==> src/rtl/fir_decim_multi.sv <==
// rtl/fir_decim_multi.sv - lockstep multi-channel decimating FIR with one shared multiplier
//
// Filters NUM_CHANNELS sample streams with one coefficient set. All channels
// are read together, filtered one tap per cycle through a single multiplier,
// and written together, so the outputs stay sample-aligned.
//
// Ports:
//   clock        system clock
//   reset        asynchronous active-low reset
//   x_in_dout    packed input samples, channel c at [c*DATA_SIZE +: DATA_SIZE]
//   x_in_empty   per-channel upstream FIFO empty
//   x_in_rd_en   per-channel upstream FIFO read strobe (all-or-none)
//   y_out_din    packed filter results, same layout as x_in_dout
//   y_out_full   per-channel downstream FIFO full
//   y_out_wr_en  per-channel downstream FIFO write strobe (all-or-none)

module fir_decim_multi #(
   parameter int NUM_CHANNELS = 2,
   parameter int DATA_SIZE    = 32,
   parameter int BITS         = 10,
   parameter int NUM_TAPS     = 32,
   parameter int DECIMATION   = 8,
   parameter logic signed [0:NUM_TAPS-1][DATA_SIZE-1:0] COEFFICIENTS = '0
) (
   input  logic                              clock,
   input  logic                              reset,
   input  logic [NUM_CHANNELS*DATA_SIZE-1:0] x_in_dout,
   input  logic [NUM_CHANNELS-1:0]           x_in_empty,
   output logic [NUM_CHANNELS-1:0]           x_in_rd_en,
   output logic [NUM_CHANNELS*DATA_SIZE-1:0] y_out_din,
   input  logic [NUM_CHANNELS-1:0]           y_out_full,
   output logic [NUM_CHANNELS-1:0]           y_out_wr_en
);

   localparam int CW = (NUM_CHANNELS > 1) ? $clog2(NUM_CHANNELS) : 1;
   localparam int TW = $clog2(NUM_TAPS);
   localparam int DW = (DECIMATION > 1) ? $clog2(DECIMATION) : 1;
   localparam int PW = 2 * DATA_SIZE;
   // Added to negative products before the arithmetic shift so the
   // division by 2^BITS truncates toward zero instead of toward -inf.
   localparam logic signed [PW-1:0] ROUND_BIAS = {{(PW-BITS){1'b0}}, {BITS{1'b1}}};

   typedef enum logic [1:0] {S_SHIFT, S_MAC, S_WRITE} state_t;

   state_t state, next_state;

   logic [DATA_SIZE-1:0]              hist [NUM_CHANNELS][NUM_TAPS];
   logic [DATA_SIZE-1:0]              acc  [NUM_CHANNELS];
   logic [NUM_CHANNELS*DATA_SIZE-1:0] acc_flat;
   logic [NUM_CHANNELS*DATA_SIZE-1:0] dout_q;
   logic [DW-1:0]                     sample_cnt;
   logic [TW-1:0]                     tap_idx;
   logic [CW-1:0]                     ch_idx;
   logic [TW-1:0]                     coef_idx;
   logic                              rd_all;
   logic                              last_read;
   logic                              last_mac;
   logic                              write_now;
   logic signed [PW-1:0]              product;
   logic signed [PW-1:0]              biased;
   logic [DATA_SIZE-1:0]              acc_inc;

   // Reset also gates the read strobe so nothing is popped while held in reset.
   assign rd_all    = reset && (state == S_SHIFT) && (x_in_empty == '0);
   assign last_read = rd_all && (sample_cnt == DW'(DECIMATION - 1));
   assign last_mac  = (state == S_MAC) && (tap_idx == TW'(NUM_TAPS - 1))
                      && (ch_idx == CW'(NUM_CHANNELS - 1));
   assign write_now = (state == S_WRITE) && (y_out_full == '0);

   // Newest sample x[c][0] pairs with the last coefficient.
   assign coef_idx = TW'(NUM_TAPS - 1) - tap_idx;
   assign product  = PW'($signed(hist[ch_idx][tap_idx])) * PW'($signed(COEFFICIENTS[coef_idx]));
   assign biased   = product + (product[PW-1] ? ROUND_BIAS : '0);
   assign acc_inc  = DATA_SIZE'(biased >>> BITS);

   always_comb begin
      acc_flat = '0;
      for (int c = 0; c < NUM_CHANNELS; c++) begin
         acc_flat[c*DATA_SIZE +: DATA_SIZE] = acc[c];
      end
   end

   // The result register only follows acc on the write cycle, so the output
   // bus stays stable while the next group is being accumulated.
   assign y_out_din = (state == S_WRITE) ? acc_flat : dout_q;

   always_ff @(posedge clock or negedge reset) begin
      if (!reset) begin
         state <= S_SHIFT;
      end else begin
         state <= next_state;
      end
   end

   always_comb begin
      next_state  = state;
      x_in_rd_en  = '0;
      y_out_wr_en = '0;
      case (state)
         S_SHIFT: begin
            x_in_rd_en = {NUM_CHANNELS{rd_all}};
            if (last_read) begin
               next_state = S_MAC;
            end
         end
         S_MAC: begin
            if (last_mac) begin
               next_state = S_WRITE;
            end
         end
         S_WRITE: begin
            if (write_now) begin
               y_out_wr_en = '1;
               next_state  = S_SHIFT;
            end
         end
         default: next_state = S_SHIFT;
      endcase
   end

   always_ff @(posedge clock or negedge reset) begin
      if (!reset) begin
         for (int c = 0; c < NUM_CHANNELS; c++) begin
            acc[c] <= '0;
            for (int i = 0; i < NUM_TAPS; i++) begin
               hist[c][i] <= '0;
            end
         end
         dout_q     <= '0;
         sample_cnt <= '0;
         tap_idx    <= '0;
         ch_idx     <= '0;
      end else begin
         if (rd_all) begin
            for (int c = 0; c < NUM_CHANNELS; c++) begin
               for (int i = NUM_TAPS - 1; i > 0; i--) begin
                  hist[c][i] <= hist[c][i-1];
               end
               hist[c][0] <= x_in_dout[c*DATA_SIZE +: DATA_SIZE];
            end
            if (last_read) begin
               sample_cnt <= '0;
               for (int c = 0; c < NUM_CHANNELS; c++) begin
                  acc[c] <= '0;
               end
            end else begin
               sample_cnt <= sample_cnt + DW'(1);
            end
         end

         if (state == S_MAC) begin
            acc[ch_idx] <= acc[ch_idx] + acc_inc;
            if (tap_idx == TW'(NUM_TAPS - 1)) begin
               tap_idx <= '0;
               ch_idx  <= (ch_idx == CW'(NUM_CHANNELS - 1)) ? '0 : ch_idx + CW'(1);
            end else begin
               tap_idx <= tap_idx + TW'(1);
            end
         end

         if (write_now) begin
            dout_q <= acc_flat;
         end
      end
   end

endmodule

==> config.mk <==
export PLATFORM = sky130hd
export DESIGN_NAME = fir_decim_multi
export DESIGN_NICKNAME = d
export VERILOG_FILES = /design/src/rtl/fir_decim_multi.sv
export SDC_FILE = /design/constraint.sdc
export NUM_CORES = 1
export LEC_CHECK = 0
export ABC_AREA = 1
export BUFFER_PORTS_ARGS = -buffer_cell sky130_fd_sc_hd__buf_2
export CORE_MARGIN = 5
export CORE_UTILIZATION = 40
export DETAILED_ROUTE_END_ITERATION = 10
export PLACE_DENSITY = 0.68
export RECOVER_POWER = 50
export REMOVE_ABC_BUFFERS = 1
export SLEW_MARGIN = 20
export SYNTH_ARGS = -nofsm -noshare
export SYNTH_HDL_FRONTEND = slang
export SYNTH_SLANG_ARGS = --single-unit
==> constraint.sdc <==
create_clock -name clock -period 2.3 [get_ports clock]
set_input_delay 0.115 -clock clock [delete_from_list [all_inputs] [get_ports clock]]
set_output_delay 0.115 -clock clock [all_outputs]
set_load 0.02 [all_outputs]
==> results.rst <==
.. list-table::
   :header-rows: 1

   * - Metric
     - Value
   * - Most frequent cell after synthesis
     - sky130_fd_sc_hd__nand2_1
   * - Arrival time at the worst endpoint
     - around 1.9 ns
   * - Highest net fanout along the worst path
     - 56
   * - Max-cap viol count
     - 0
   * - Layout-stage area growth over the synthesis result
     - 18.16%
   * - Remaining max-slew budget at the tightest pin
     - roughly 16%
   * - Effective utilization at floorplan
     - 40.76%
   * - Die boundary height
     - between 100 and 150 um
   * - Max-slew violation total from the final report
     - 0
   * - Synth area leaders
     - sky130_fd_sc_hd__dfrtp_1, sky130_fd_sc_hd__o21ai_0, sky130_fd_sc_hd__nand2_1
   * - Inserted Clock Buffers
     - 17
   * - Leakage power of the design
     - between 3 and 4 nW
   * - Standard-cell row count
     - 43
   * - Sum of routed wire length over all layers
     - 10.42 mm
   * - Critical Path End Type
     - output pin
   * - Number of storage elements in the synthesis netlist
     - approximately 140
   * - Maximum clock frequency
     - around 500 MHz
   * - Commonest cells in the netlist
     - sky130_fd_sc_hd__nand2_1, sky130_fd_sc_hd__dfrtp_1, sky130_fd_sc_hd__o21ai_0
   * - Worst-case setup slack after placement
     - 0.6468 ns
   * - Number of enable flip-flop cells after synthesis
     - 0
   * - Fill cell total of the finished layout
     - between 1,000 and 1,500
   * - Final setup violation count
     - 0
   * - CP startpoint kind
     - flip-flop
   * - Count of antenna diodes in the layout
     - 0
   * - Startpoint of the tightest hold check path
     - y_out_full[0]
   * - Reg2Reg Depth
     - 5
   * - Number of failing hold endpoints at the final stage
     - 0
   * - Post-route design area
     - ~0.0067 mm^2
   * - Antenna violations before repair
     - 0
   * - Num Clock Sinks
     - approximately 140
   * - Inst Count DP
     - 851
   * - Slowest Stage Delay on Critical Path
     - roughly 0.46 ns
   * - Maximum number of pins on one net before global-route repair
     - between 100 and 150
   * - Largest area contributor in the synthesized netlist
     - sky130_fd_sc_hd__dfrtp_1
   * - Top-area cell type share of the netlist area
     - between 60% and 70%
   * - Cell area power density
     - roughly 1000 mW/mm^2
   * - Fraction of the yosys area taken by sequential cells
     - between 60% and 70%
   * - Gate Count Post-Synth
     - 627
   * - Pre-Repair DR Iteration Count
     - 4
   * - Critical-path cell list
     - nand2_4 -> buf_4 -> nand2_1 -> o21ai_0 -> buf_2
   * - DR vias/cell
     - roughly 4.7
   * - Total DRC errors in the routed layout
     - 0
   * - Cell area reported after detailed placement
     - 0.006147 mm^2
   * - Worst setup margin
     - between 0.3 and 0.4 ns
   * - Type of the tightest min-delay check
     - input pin to flip-flop
   * - Fin crit period
     - ~2.0 ns
   * - Maximum number of buffers from clock root to sink
     - 2
   * - Core Footprint
     - ~0.014 mm^2
   * - DP HPWL
     - about 6.6 mm
   * - TritonCTS clock tree
     - yes
   * - Final net count
     - approximately 770
   * - End point of the worst hold path
     - state[1]
   * - Data required, critical path
     - 2.18 ns
   * - Avg WL per Cell
     - about 12 um
   * - Top-Level Pins
     - approximately 140
   * - RSZ-0062 raised after global routing
     - no
   * - Clock-pin slew of the registers on the worst-case setup and hold paths
     - 0.05 ns
   * - Placer congestion estimate
     - between 0.7 and 0.8
   * - Crit Reg-Reg Startpoint
     - state[1]
   * - Netlist cell types
     - 20
   * - RR Endpoint
     - acc[59]
   * - Mapped cell area
     - around 0.0056 mm^2
   * - ANT nets after route
     - 0
   * - Initial drt markers
     - around 270
   * - Setup slack of the most critical reg-to-reg path
     - roughly 0.50 ns
   * - Mean area per synthesized cell
     - about 9 um^2
   * - Flip-flop cell with the highest count after synthesis
     - sky130_fd_sc_hd__dfrtp_1
   * - Worst Max-Slew Pin Slew
     - about 1.3 ns
   * - Latest clock arrival within the worst-skew pair
     - between 0.4 and 0.5 ns
   * - Async S/R FF share, synth
     - 100.0%
   * - Instance count along the most critical hold path
     - 3
   * - Skew final
     - between 0.007 and 0.008 ns
   * - Total number of yosys warnings
     - 0
   * - Die Footprint
     - approximately 0.017 mm^2
   * - Floorplan die width
     - approximately 130 um
   * - Count of non-filler cells in the finished layout
     - 881
   * - CP max stage cell
     - sky130_fd_sc_hd__dfrtp_1
   * - Global-route wire length before repair
     - between 15 and 20 mm
   * - VDD IR-drop max
     - 0.6268 mV
   * - Total congestion overflow after global routing
     - 0
   * - Share of the clock period used by the worst path
     - roughly 86%
   * - Status
     - finished, final reports clean
   * - Number of hold-repair buffers added at the cts stage
     - 1
   * - I/O Buffers
     - 73
   * - Cell chosen for the clock root
     - sky130_fd_sc_hd__clkbuf_16
   * - Global routing usage summed across all routing layers
     - between 10% and 20%
   * - Total vias in the final route
     - between 4,000 and 5,000
   * - Number of post-CTS setup repair buffers
     - 0
   * - CTS resizes
     - 0
   * - Fraction of final layout cells with drive strength greater than 1
     - between 10% and 20%
   * - H-tree lvl count
     - 4
   * - Number of global-route vias before repair
     - 4,020
   * - Type of the setup path with the least slack
     - flip-flop to output pin
## routing by layer
layer  global-route usage, %  wire, um  share of wire, %  up-vias
met4                   5.374       185               1.8        0
met2                   23.02      5083                49       79
li1                        -         -                 -     2058
met3                   4.110       497               4.8       13
met5                       0         0                 0        -
met1                   16.64      4656                45     1981
## per-stage QoR
| stage | power (mW) | hold WS (ns) | util (%) | TNS (ns) |
|---|---|---|---|---|
| after floorplan | 4.223 | -0.1806 | - | -101.21 |
| after global placement | 4.464 | 0.2856 | 44.46 | 0 |
| after detailed placement | 4.595 | 0.3052 | 44.46 | 0 |
| after CTS | 7.041 | 0.04855 | 48.31 | 0 |
| after global routing | 7.401 | 0.08217 | 48.16 | 0 |
| final | 6.930 | 0.06526 | 48.16 | 0 |
## cell type report
cell class / count / area [um^2] / share of cell area, %
Clock inverter: 2 / 10.01 / 0.1503
Inverter: 80 / 300.3 / 4.510
Timing Repair Buffer: 82 / 488.0 / 7.328
Multi-Input combinational cell: 371 / 1644 / 24.69
Sequential cell: 139 / 3478 / 52.24
Tap cell: 180 / 225.2 / 3.382
Clock buffer: 27 / 513.0 / 7.704
## logic make-up after synthesis
family,Yosys count,share of synthesized area (%)
flops,139,61.72
buf+inv,117,9.370
compound gates,135,12.06
fa+ha+maj,4,0.8881
simple gates,232,15.96
## power breakdown
group / switching [mW] / leakage, nW / internal, mW
clock: 0.904 / 0.259 / 1.50
combinational: 0.824 / 1.34 / 0.390
sequential: 0.214 / 1.82 / 3.10
## registers in the layout, summed over array words and instances (netlist names)
register / cells
tap_idx: 5
ch_idx: 1
sample_cnt: 3
dout_q: 64
acc: 64
state: 2
## critical path, delay by kind of cell (launching register included)
family,cells,cell delay (ns)
compound gates,1,0.12
buf+inv,2,0.63
flops,1,0.46
simple gates,2,0.21
## cell usage in the layout (no fill, tap or decap)
cell type,n
sky130_fd_sc_hd__clkbuf_8,5
sky130_fd_sc_hd__buf_4,3
sky130_fd_sc_hd__clkbuf_1,6
sky130_fd_sc_hd__o21ai_0,124
sky130_fd_sc_hd__ha_1,4
sky130_fd_sc_hd__o22ai_1,1
sky130_fd_sc_hd__nor2_1,74
sky130_fd_sc_hd__buf_2,72
sky130_fd_sc_hd__dfrtp_1,139
sky130_fd_sc_hd__inv_1,79
sky130_fd_sc_hd__nand3_4,1
sky130_fd_sc_hd__nor2_8,1
sky130_fd_sc_hd__clkbuf_16,17
sky130_fd_sc_hd__clkinv_1,1
sky130_fd_sc_hd__nand3_1,3
sky130_fd_sc_hd__a21oi_1,2
sky130_fd_sc_hd__dlygate4sd3_1,1
sky130_fd_sc_hd__o21a_1,1
sky130_fd_sc_hd__nand2_4,1
sky130_fd_sc_hd__o21ai_1,7
sky130_fd_sc_hd__nand4_1,1
sky130_fd_sc_hd__buf_6,1
sky130_fd_sc_hd__clkinv_2,2
sky130_fd_sc_hd__nand2_1,151
sky130_fd_sc_hd__buf_12,4
## how the worst max path moves through the flow
stage,depth (start not counted),slack [ns],start,end
2_1_floorplan,3,-1.15,state[0],y_out_wr_en[0]
3_3_place_gp,5,0.67,state[1],acc[4]
3_5_place_dp,5,0.65,state[1],acc[12]
4_1_cts,5,0.29,state[1],y_out_din[52]
5_1_grt,5,0.16,state[1],y_out_din[52]
6_report,5,0.31,state[1],y_out_din[52]
(Power assumes the default switching activity.)
